===== src/rtl/xbus_lsu.sv =====
// Load/store unit bridging the core memory stage to the xbus with req/ack handshake.
// Optional macro XBUS_LSU_MISALIGN_SPLIT_EN enables two-beat misaligned accesses.
module xbus_lsu #(
    parameter int XLEN = 32
) (
    input  logic              clk,
    input  logic              rst_n,
    input  logic              req_valid,
    output logic              req_ready,
    input  logic              req_we,
    input  logic [2:0]        funct3,
    input  logic [31:0]       addr,
    input  logic [XLEN-1:0]   wdata,
    output logic              resp_valid,
    output logic              resp_err,
    output logic [XLEN-1:0]   rdata,
    output logic              xbus_req,
    output logic              xbus_we,
    output logic [XLEN/8-1:0] xbus_be,
    output logic [31:0]       xbus_addr,
    output logic [XLEN-1:0]   xbus_wdata,
    input  logic [XLEN-1:0]   xbus_rdata,
    input  logic              xbus_ack
);
    localparam int BW = XLEN / 8;
    localparam int OW = $clog2(BW);
    localparam logic [2*BW-1:0] L_ONE = {{(2*BW-1){1'b0}}, 1'b1};
`ifdef XBUS_LSU_MISALIGN_SPLIT_EN
    localparam logic L_SPLIT_EN = 1'b1;
`else
    localparam logic L_SPLIT_EN = 1'b0;
`endif

    typedef enum logic [2:0] {S_IDLE, S_BEAT0, S_BEAT1, S_RESP, S_ERR} state_t;

    state_t r_state, w_state_nx;

    logic            r_req_ready, r_resp_valid, r_resp_err, r_xbus_req, r_xbus_we;
    logic [BW-1:0]   r_xbus_be;
    logic [31:0]     r_xbus_addr;
    logic [XLEN-1:0] r_xbus_wdata, r_rdata;
    logic            r_we, r_uns;
    logic [1:0]      r_size;
    logic [OW-1:0]   r_off;

    logic            w_req_nx, w_we_nx, w_resp_valid_nx, w_resp_err_nx, w_accept, w_last_beat;
    logic [BW-1:0]   w_be_nx, w_be0, w_be1;
    logic [31:0]     w_addr_nx;
    logic [XLEN-1:0] w_wd_nx, w_rdata_nx, w_wd0, w_wd1, w_raw, w_load;
    logic [3:0]      w_size_b;
    logic [OW-1:0]   w_off;
    logic            w_split, w_err;
    logic [2*BW-1:0] w_smask;

    function automatic logic [XLEN-1:0] f_extend(input logic [XLEN-1:0] raw,
                                                 input logic [1:0] size, input logic uns);
        logic [XLEN-1:0] mask;
        logic            msb;
        case (size)
            2'b00:   begin mask = XLEN'(8'hFF);          msb = raw[7];      end
            2'b01:   begin mask = XLEN'(16'hFFFF);       msb = raw[15];     end
            2'b10:   begin mask = XLEN'(32'hFFFF_FFFF);  msb = raw[31];     end
            default: begin mask = {XLEN{1'b1}};          msb = raw[XLEN-1]; end
        endcase
        if (uns || !msb) f_extend = raw & mask;
        else             f_extend = raw | ~mask;
    endfunction

    assign w_size_b = 4'd1 << funct3[1:0];
    assign w_off    = addr[OW-1:0];
    assign w_split  = (5'(w_off) + 5'(w_size_b)) > 5'(BW);
    assign w_err    = ((funct3[1:0] == 2'b11) && (XLEN == 32)) || (w_split && !L_SPLIT_EN);
    assign w_smask  = (L_ONE << w_size_b) - L_ONE;
    assign w_be0    = BW'(w_smask << w_off);
    assign w_wd0    = wdata << {w_off, 3'b000};

`ifdef XBUS_LSU_MISALIGN_SPLIT_EN
    logic            r_split;
    logic [BW-1:0]   r_be1;
    logic [XLEN-1:0] r_wdata1, r_rd0;
    logic [XLEN-1:0] w_hi, w_lo;

    assign w_be1       = BW'(w_smask >> (32'(BW) - 32'(w_off)));
    assign w_wd1       = wdata >> ((32'(BW) - 32'(w_off)) << 3);
    assign w_last_beat = (r_state == S_BEAT1) || !r_split;
    // Second-beat data sits above the first so one shift realigns a split load.
    assign w_hi        = (r_state == S_BEAT1) ? xbus_rdata : {XLEN{1'b0}};
    assign w_lo        = (r_state == S_BEAT1) ? r_rd0 : xbus_rdata;
    assign w_raw       = XLEN'({w_hi, w_lo} >> {r_off, 3'b000});

    // Split bookkeeping: beat-1 lanes at acceptance, beat-0 read data on its ack
    always_ff @(posedge clk) begin
        if (!rst_n) begin
            r_split  <= 1'b0;
            r_be1    <= {BW{1'b0}};
            r_wdata1 <= {XLEN{1'b0}};
            r_rd0    <= {XLEN{1'b0}};
        end else begin
            if (w_accept) begin
                r_split  <= w_split;
                r_be1    <= w_be1;
                r_wdata1 <= w_wd1;
            end
            if ((r_state == S_BEAT0) && xbus_ack) r_rd0 <= xbus_rdata;
        end
    end
`else
    assign w_be1       = {BW{1'b0}};
    assign w_wd1       = {XLEN{1'b0}};
    assign w_last_beat = 1'b1;
    assign w_raw       = xbus_rdata >> {r_off, 3'b000};
`endif

    assign w_load = r_we ? {XLEN{1'b0}} : f_extend(w_raw, r_size, r_uns);

    // Next state and next values of every registered output
    always_comb begin
        w_state_nx      = r_state;
        w_req_nx        = r_xbus_req;
        w_we_nx         = r_xbus_we;
        w_be_nx         = r_xbus_be;
        w_addr_nx       = r_xbus_addr;
        w_wd_nx         = r_xbus_wdata;
        w_resp_valid_nx = 1'b0;
        w_resp_err_nx   = 1'b0;
        w_rdata_nx      = {XLEN{1'b0}};
        w_accept        = 1'b0;
        case (r_state)
            S_IDLE: begin
                if (req_valid) begin
                    w_accept = 1'b1;
                    if (w_err) begin
                        w_state_nx      = S_ERR;
                        w_resp_valid_nx = 1'b1;
                        w_resp_err_nx   = 1'b1;
                    end else begin
                        w_state_nx = S_BEAT0;
                        w_req_nx   = 1'b1;
                        w_we_nx    = req_we;
                        w_addr_nx  = {addr[31:OW], {OW{1'b0}}};
                        w_be_nx    = w_be0;
                        w_wd_nx    = w_wd0;
                    end
                end else begin
                    w_state_nx = S_IDLE;
                end
            end
`ifdef XBUS_LSU_MISALIGN_SPLIT_EN
            S_BEAT0, S_BEAT1: begin
`else
            S_BEAT0: begin
`endif
                if (!xbus_ack) begin
                    w_state_nx = r_state;
                end else if (w_last_beat) begin
                    w_state_nx      = S_RESP;
                    w_req_nx        = 1'b0;
                    w_we_nx         = 1'b0;
                    w_be_nx         = {BW{1'b0}};
                    w_addr_nx       = 32'h0000_0000;
                    w_wd_nx         = {XLEN{1'b0}};
                    w_resp_valid_nx = 1'b1;
                    w_rdata_nx      = w_load;
                end else begin
                    w_state_nx = S_BEAT1;
                    w_addr_nx  = r_xbus_addr + 32'(BW);
                    w_be_nx    = w_be1;
                    w_wd_nx    = w_wd1;
                end
            end
            S_RESP, S_ERR: w_state_nx = S_IDLE;
            default:       w_state_nx = S_IDLE;
        endcase
    end

    // State, output and request-field registers
    always_ff @(posedge clk) begin
        if (!rst_n) begin
            r_state      <= S_IDLE;
            r_req_ready  <= 1'b1;
            r_resp_valid <= 1'b0;
            r_resp_err   <= 1'b0;
            r_rdata      <= {XLEN{1'b0}};
            r_xbus_req   <= 1'b0;
            r_xbus_we    <= 1'b0;
            r_xbus_be    <= {BW{1'b0}};
            r_xbus_addr  <= 32'h0000_0000;
            r_xbus_wdata <= {XLEN{1'b0}};
            r_we         <= 1'b0;
            r_uns        <= 1'b0;
            r_size       <= 2'b00;
            r_off        <= {OW{1'b0}};
        end else begin
            r_state      <= w_state_nx;
            r_req_ready  <= (w_state_nx == S_IDLE);
            r_resp_valid <= w_resp_valid_nx;
            r_resp_err   <= w_resp_err_nx;
            r_rdata      <= w_rdata_nx;
            r_xbus_req   <= w_req_nx;
            r_xbus_we    <= w_we_nx;
            r_xbus_be    <= w_be_nx;
            r_xbus_addr  <= w_addr_nx;
            r_xbus_wdata <= w_wd_nx;
            if (w_accept) begin
                r_we   <= req_we;
                r_uns  <= funct3[2];
                r_size <= funct3[1:0];
                r_off  <= w_off;
            end
        end
    end

    assign req_ready  = r_req_ready;
    assign resp_valid = r_resp_valid;
    assign resp_err   = r_resp_err;
    assign rdata      = r_rdata;
    assign xbus_req   = r_xbus_req;
    assign xbus_we    = r_xbus_we;
    assign xbus_be    = r_xbus_be;
    assign xbus_addr  = r_xbus_addr;
    assign xbus_wdata = r_xbus_wdata;
endmodule


===== config.mk =====
export PLATFORM = sky130hd
export DESIGN_NAME = xbus_lsu
export DESIGN_NICKNAME = d
export VERILOG_FILES = /design/src/rtl/xbus_lsu.sv
export SDC_FILE = /design/constraint.sdc
export NUM_CORES = 1
export LEC_CHECK = 0
export BUFFER_PORTS_ARGS = -buffer_cell sky130_fd_sc_hd__buf_4
export CAP_MARGIN = 20
export CORE_MARGIN = 5
export CORE_UTILIZATION = 35
export CTS_CLUSTER_SIZE = 8
export DETAILED_ROUTE_END_ITERATION = 10
export HOLD_SLACK_MARGIN = 0.06
export SLEW_MARGIN = 10
export SYNTH_ARGS = -nofsm -noshare
export SYNTH_HDL_FRONTEND = slang
export SYNTH_SLANG_ARGS = --single-unit
export TNS_END_PERCENT = 100

===== constraint.sdc =====
create_clock -name clk -period 5.8 [get_ports clk]
set_input_delay 0.29 -clock clk [delete_from_list [all_inputs] [get_ports clk]]
set_output_delay 0.29 -clock clk [all_outputs]
set_load 0.02 [all_outputs]

== After elaboration in Yosys (flattened, before gate mapping) ==
Cells that the tools add are included.
Word-level totals
  register bits: 114
  input port bits: 104
  output and inout bits: 105
  word-level logic and storage cells: 75
Operators by class
  add/subtract/negate cells: 2
  order comparisons: 1
  equality and inequality tests: 6
  shift operators: 5
  multiplexer cells: 31
  bitwise logic cells: 6
  reductions and logical operators: 10
Operators with widths (count)
  32-bit two-way mux: 6
  32-bit one-hot mux with 2 select lines: 3
  32-bit AND: 1
  32-bit inverter: 1
  32-bit bitwise OR: 1
  32-bit by 5-bit << shifter with 32-bit output: 1
  32-bit by 5-bit >> shifter with 32-bit output: 1
  4-bit two-way mux: 3
  1-bit two-way mux: 10
  3-bit two-way mux: 3
  1-bit one-hot mux with 2 select lines: 4
  4-bit one-hot mux with 2 select lines: 1
  1-bit by 4-bit << shifter with 8-bit output, first input constant: 1
  8-bit by 2-bit << shifter with 4-bit output: 1
  8-bit by 1-bit subtractor with 8-bit output, second input constant: 1
  3-bit zero test: 2
  2-bit != test, second input constant: 3
  3-bit one-hot mux with 2 select lines: 1
  2-bit by 4-bit adder with 5-bit output: 1
  5-bit by 3-bit > comparator with 1-bit output, second input constant: 1
  4-bit AND reduction: 1
  4-bit OR reduction: 1
  1-bit by 2-bit << shifter with 4-bit output, first input constant: 1
  3-bit by 1-bit equality test with 1-bit output, second input constant: 1
  8 further kinds: 11

== Logic depth before layout (Yosys ltp) ==
  depth in word-level cells: 8
  depth in mapped cells: 10
  depth with buffers taken out: 8

== Worst setup path after synthesis ==
Ideal clock, no wire load.
  path type: in2reg
  start: in addr[1]
  end: reg r_xbus_wdata[10], in the netlist xbus_wdata[10]
  setup time: 87 ps
  data arrival time: 1984 ps
  required time: 5713 ps
  slack: 3729 ps
  cell stages on the path: 9
  buffers on the path: 3
  cells stage by stage: buf_2 -> inv_1 -> fa_1 -> nor2b_1 -> o221ai_2 -> buf_6 -> buf_2 -> nand3_1 -> o31ai_1
On the way
  cells in the longest elaborated chain, start to end: 5
  elaborated cells on any way between the ends: 9
  classes of those cells: add/sub: 1; order compare: 1; eq/ne: 1; shift: 1; mux: 3; reduce/logical: 2
Ends and longest elaborated chain
  start: declaration: RTL line 12  | input logic [31:0] addr,
  2-bit by 4-bit adder with 5-bit output: RTL line 71  | assign w_split = (5'(w_off) + 5'(w_size_b)) > 5'(BW);
  5-bit by 3-bit > comparator with 1-bit output: RTL line 71
  1-bit logical OR: RTL line 72  | assign w_err = ((funct3[1:0] == 2'b11) && (XLEN == 32)) || (w_split && !L_SPLIT_EN);
  2-bit != test (no source line)
  4-bit AND reduction (no source line)
  end signal: assignment: RTL line 188  | r_xbus_wdata <= {XLEN{1'b0}};
  end signal: assignment: RTL line 203  | r_xbus_wdata <= w_wd_nx;
  end: declaration: RTL line 41  | logic [XLEN-1:0] r_xbus_wdata, r_rdata;
Parallel ways exist; a longest one is shown, timed or not. The select of a mux whose other input is x is not followed.
A chain may end at the register's enable or synchronous reset.

== Final worst setup path ==
  start: in addr[0]
  end: reg r_xbus_addr[18], in the netlist xbus_addr[18]
On the way
  cells in the longest elaborated chain, start to end: 5
Ends and longest elaborated chain
  2-bit by 4-bit adder with 5-bit output: RTL line 71
  5-bit by 3-bit > comparator with 1-bit output: RTL line 71
  1-bit logical OR: RTL line 72
  2-bit != test (no source line)
  4-bit AND reduction (no source line)
  end signal: assignment: RTL line 202  | r_xbus_addr <= w_addr_nx;
  end: declaration: RTL line 40  | logic [31:0] r_xbus_addr;
No other way between the ends.

==> out/results.tsv <==
stage	metric	value	unit
grt	grt_usage	17.7	%
floorplanning	core	13800	sq um
clocking	clk_path_buf_depth	2	
placed_design	place_inst	910	
grt	grt_max_degree	83	
synth	ys_seq_area_share	45.5	%
hold_path	min_path_type	in2reg	
synth	yosys.area.top_type	dfxtp_1	
placed_design	port_buffers	206	
floorplanning	dieWidth	129	um
sta	timing.setup.tns	0	ns
worst_setup_path	cp-end-kind	register	
clocking	cts_repair_resize_count	0	
clocking	htree_levels	3	
synth	synth_area	4920	sq um
worst_setup_path	critical_path_class	in2reg	
floorplanning	fp-row-count	43	
synth	synthDistinctLibCells	40	
routing	dr_wl_met3	1650	um
clocking	ctsHoldBuffers	0	
worst_setup_path	path_buf_inv	3	
grt	grt_pass1_vias	4632	
sta	finalMaxSlewViolations	0	
worst_setup_path	r2r_setup_slack	3.64	ns
floorplanning	io_pins	209	
placed_design	place_ws	2.85	ns
routing	wl_met1	6330	um
placed_design	dpl.hpwl	11200	um
grt	overflow	0	
power_and_ir_drop	p_leak	2.93	nW
grt	grt_pass1_wl	23500	um
routing	first_pass_iters	4	
power_and_ir_drop	ir_worst_vdd	0.200	mV
power_and_ir_drop	pwr_density_cell	271	nW/um^2
worst_setup_path	critPathMaxStageDelay	0.61	ns
synth	syn_inst	570	
synth	synth_seq_cells	112	
worst_setup_path	cpLargestDelayFamily	buffers and inverters	
sta	final-setup-viol-count	0	
synth	postSynthAreaPerCell	8.64	sq um
finish	final_nets	849	
synth	yosys-top-cells-area	dfxtp_1 46%, nand3_1 6.9%, nand2_1 6.1%	
finish	diodes	0	
routing	vias_per_cell	5.02	
sta	finalHoldViolations	0	
finish	instances_no_fill	927	
routing	via_count	4650	
routing	initialDrtViolationCount	242	
sta	worst_slew_pin_slew	1.01	ns
outcome	status	completed	
finish	finish.utilization	49.2	%
sta	fin_skew	0.00765	ns
sta	maxSlewHeadroom	32.4	%
clocking	path_clk_slew	0.08	ns
worst_setup_path	cp_data_arrival_time	2.86	ns
floorplanning	dieArea	16500	sq um
worst_setup_path	worst-path-max-fanout	82	
routing	top_layer	met4	
clocking	clkSinkCount	112	
synth	yosys_warnings	0	
routing	ant_nets	0	
sta	fin_crit	2.58	ns
worst_setup_path	startpoint_type	primary input	
sta	fmax	0.387	GHz
sta	rsz0062_at_grt	false	
routing	drc	0	
finish	area_growth	38.1	%
placed_design	gp_congestion	0.865	
sta	setup_ws	3.22	ns
floorplanning	fp.dieH	129	um
finish	drive_gt1_share	33.5	%
grt	antenna_found_initial	0	
synth	yosysTopAreaCellShare	45.5	%
routing	wl_met2	6870	um
clocking	cts-root-buf	clkbuf_16	
clocking	cts_setup_buffers	0	
floorplanning	initial_core_util	35.6	%
worst_setup_path	cp.required	6.07	ns
placed_design	placed_cell_area	6480	sq um
clocking	cts_buffers	9	
worst_setup_path	path_cells	buf_4, ha_1, inv_1, fa_1, nor2b_1, o221ai_4, buf_4, nand3_1, o21ai_0	
sta	period_share	44.5	%
run	drv_cap	0	
worst_setup_path	crit_top_cell	buf_4	
worst_setup_path	cpMaxStageDelayCell	buf_4	
clocking	clk_latency	0.35	ns
finish	design_area	6800	sq um
routing	drt-wirelength-per-cell	16.4	um
routing	wl	15200	um
clocking	cts_tree	yes	
==> through the flow <==
stage                     hold WS, ns  total power [mW]
after floorplan                 0.423              1.07
after global placement          0.448              1.22
after detailed placement        0.452              1.22
after CTS                       0.167              1.87
after global routing            0.169              1.93
final                           0.185              1.84
==> cells by family after synthesis <==
family / Yosys count / synth area share (%)
flops: 112 / 45.5
xor+xnor: 2 / 0.356
compound gates: 142 / 17.9
other cells: 1 / 0.0762
buf+inv: 55 / 5.67
simple gates: 213 / 20.3
mux: 42 / 9.22
fa+ha+maj: 3 / 0.915
==> where the power goes <==
group	internal, mW	switching [mW]	leakage (nW)
logic	0.158	0.211	1.87
clock network	0.341	0.297	0.152
registers	0.808	0.0273	0.910
==> area by class of cell <==
class / instances / area, sq um
fillers: 1282 / 7030
multi-input cells: 404 / 2420
flip-flops and latches: 112 / 2240
repair buffers: 211 / 1590
clock buffers: 9 / 225
well taps: 180 / 225
clock inverters: 7 / 77.6
inverters: 4 / 15.0
==> worst register-to-register path: stages (launching register included) <==
cell	delay, ns
dfxtp_1	0.43
and4bb_2	0.35
nand3b_1	0.69
a21o_1	0.49
nor2_1	0.14
==> flip-flops by register name, summed over array words and instances, names as in the netlist, 2 cells and up <==
name / count
rdata: 32
xbus_wdata: 32
xbus_addr: 30
xbus_be: 4
r_state: 3
r_off: 2
r_size: 2
==> placed cells by master (no fill, tap or decap), types with 4 or more instances in the layout <==
master,instances
buf_4,210
dfxtp_1,112
nand2_1,80
nand3_1,68
o21ai_0,50
nor2_1,29
mux2i_1,24
a211oi_1,24
a21oi_1,18
mux2_2,17
o21ai_1,17
nor2b_1,13
and2_1,11
o31ai_1,10
o211ai_1,9
clkbuf_16,9
a21boi_0,6
inv_1,4
nand2b_1,4
==> path summary, 6_finish.rpt <==
kind | cells past startpoint | from | endpoint
worst max-delay path | 9 | addr[0] | xbus_addr[18]
worst min-delay path | 3 | addr[10] | xbus_addr[10]
worst max register to register | 4 | r_state[0] | rdata[9]
worst min register to register | 2 | xbus_addr[9] | xbus_addr[9]
==> cells in the mapped netlist, drive strengths merged <==
| library cell | count |
|---|---|
| a211oi | 24 |
| a21boi | 7 |
| a21o | 1 |
| a21oi | 18 |
| and2 | 11 |
| and4bb | 1 |
| buf | 28 |
| clkbuf | 23 |
| conb | 1 |
| dfxtp | 112 |
| fa | 1 |
| ha | 2 |
| inv | 4 |
| mux2 | 17 |
| mux2i | 24 |
| mux4 | 1 |
| nand2 | 80 |
| nand2b | 4 |
| nand3 | 68 |
| nand3b | 2 |
| nor2 | 29 |
| nor2b | 14 |
| nor3 | 2 |
| nor4b | 1 |
| o211ai | 9 |
| o21a | 1 |
| o21ai | 67 |
| o221ai | 2 |
| o22a | 1 |
| o2bb2ai | 1 |
| o311ai | 1 |
| o31ai | 10 |
| or3 | 1 |
| xor2 | 2 |
==> routing by layer <==
layer  vias to the layer above  global-route usage [%]
met3                        27                    7.93
met1                      2113                    21.4
li1                       2330                       -
met4                         0                    6.18
met2                       180                    28.2
met5                         -                       0
Note: power is estimated with default switching activity, not from simulation.
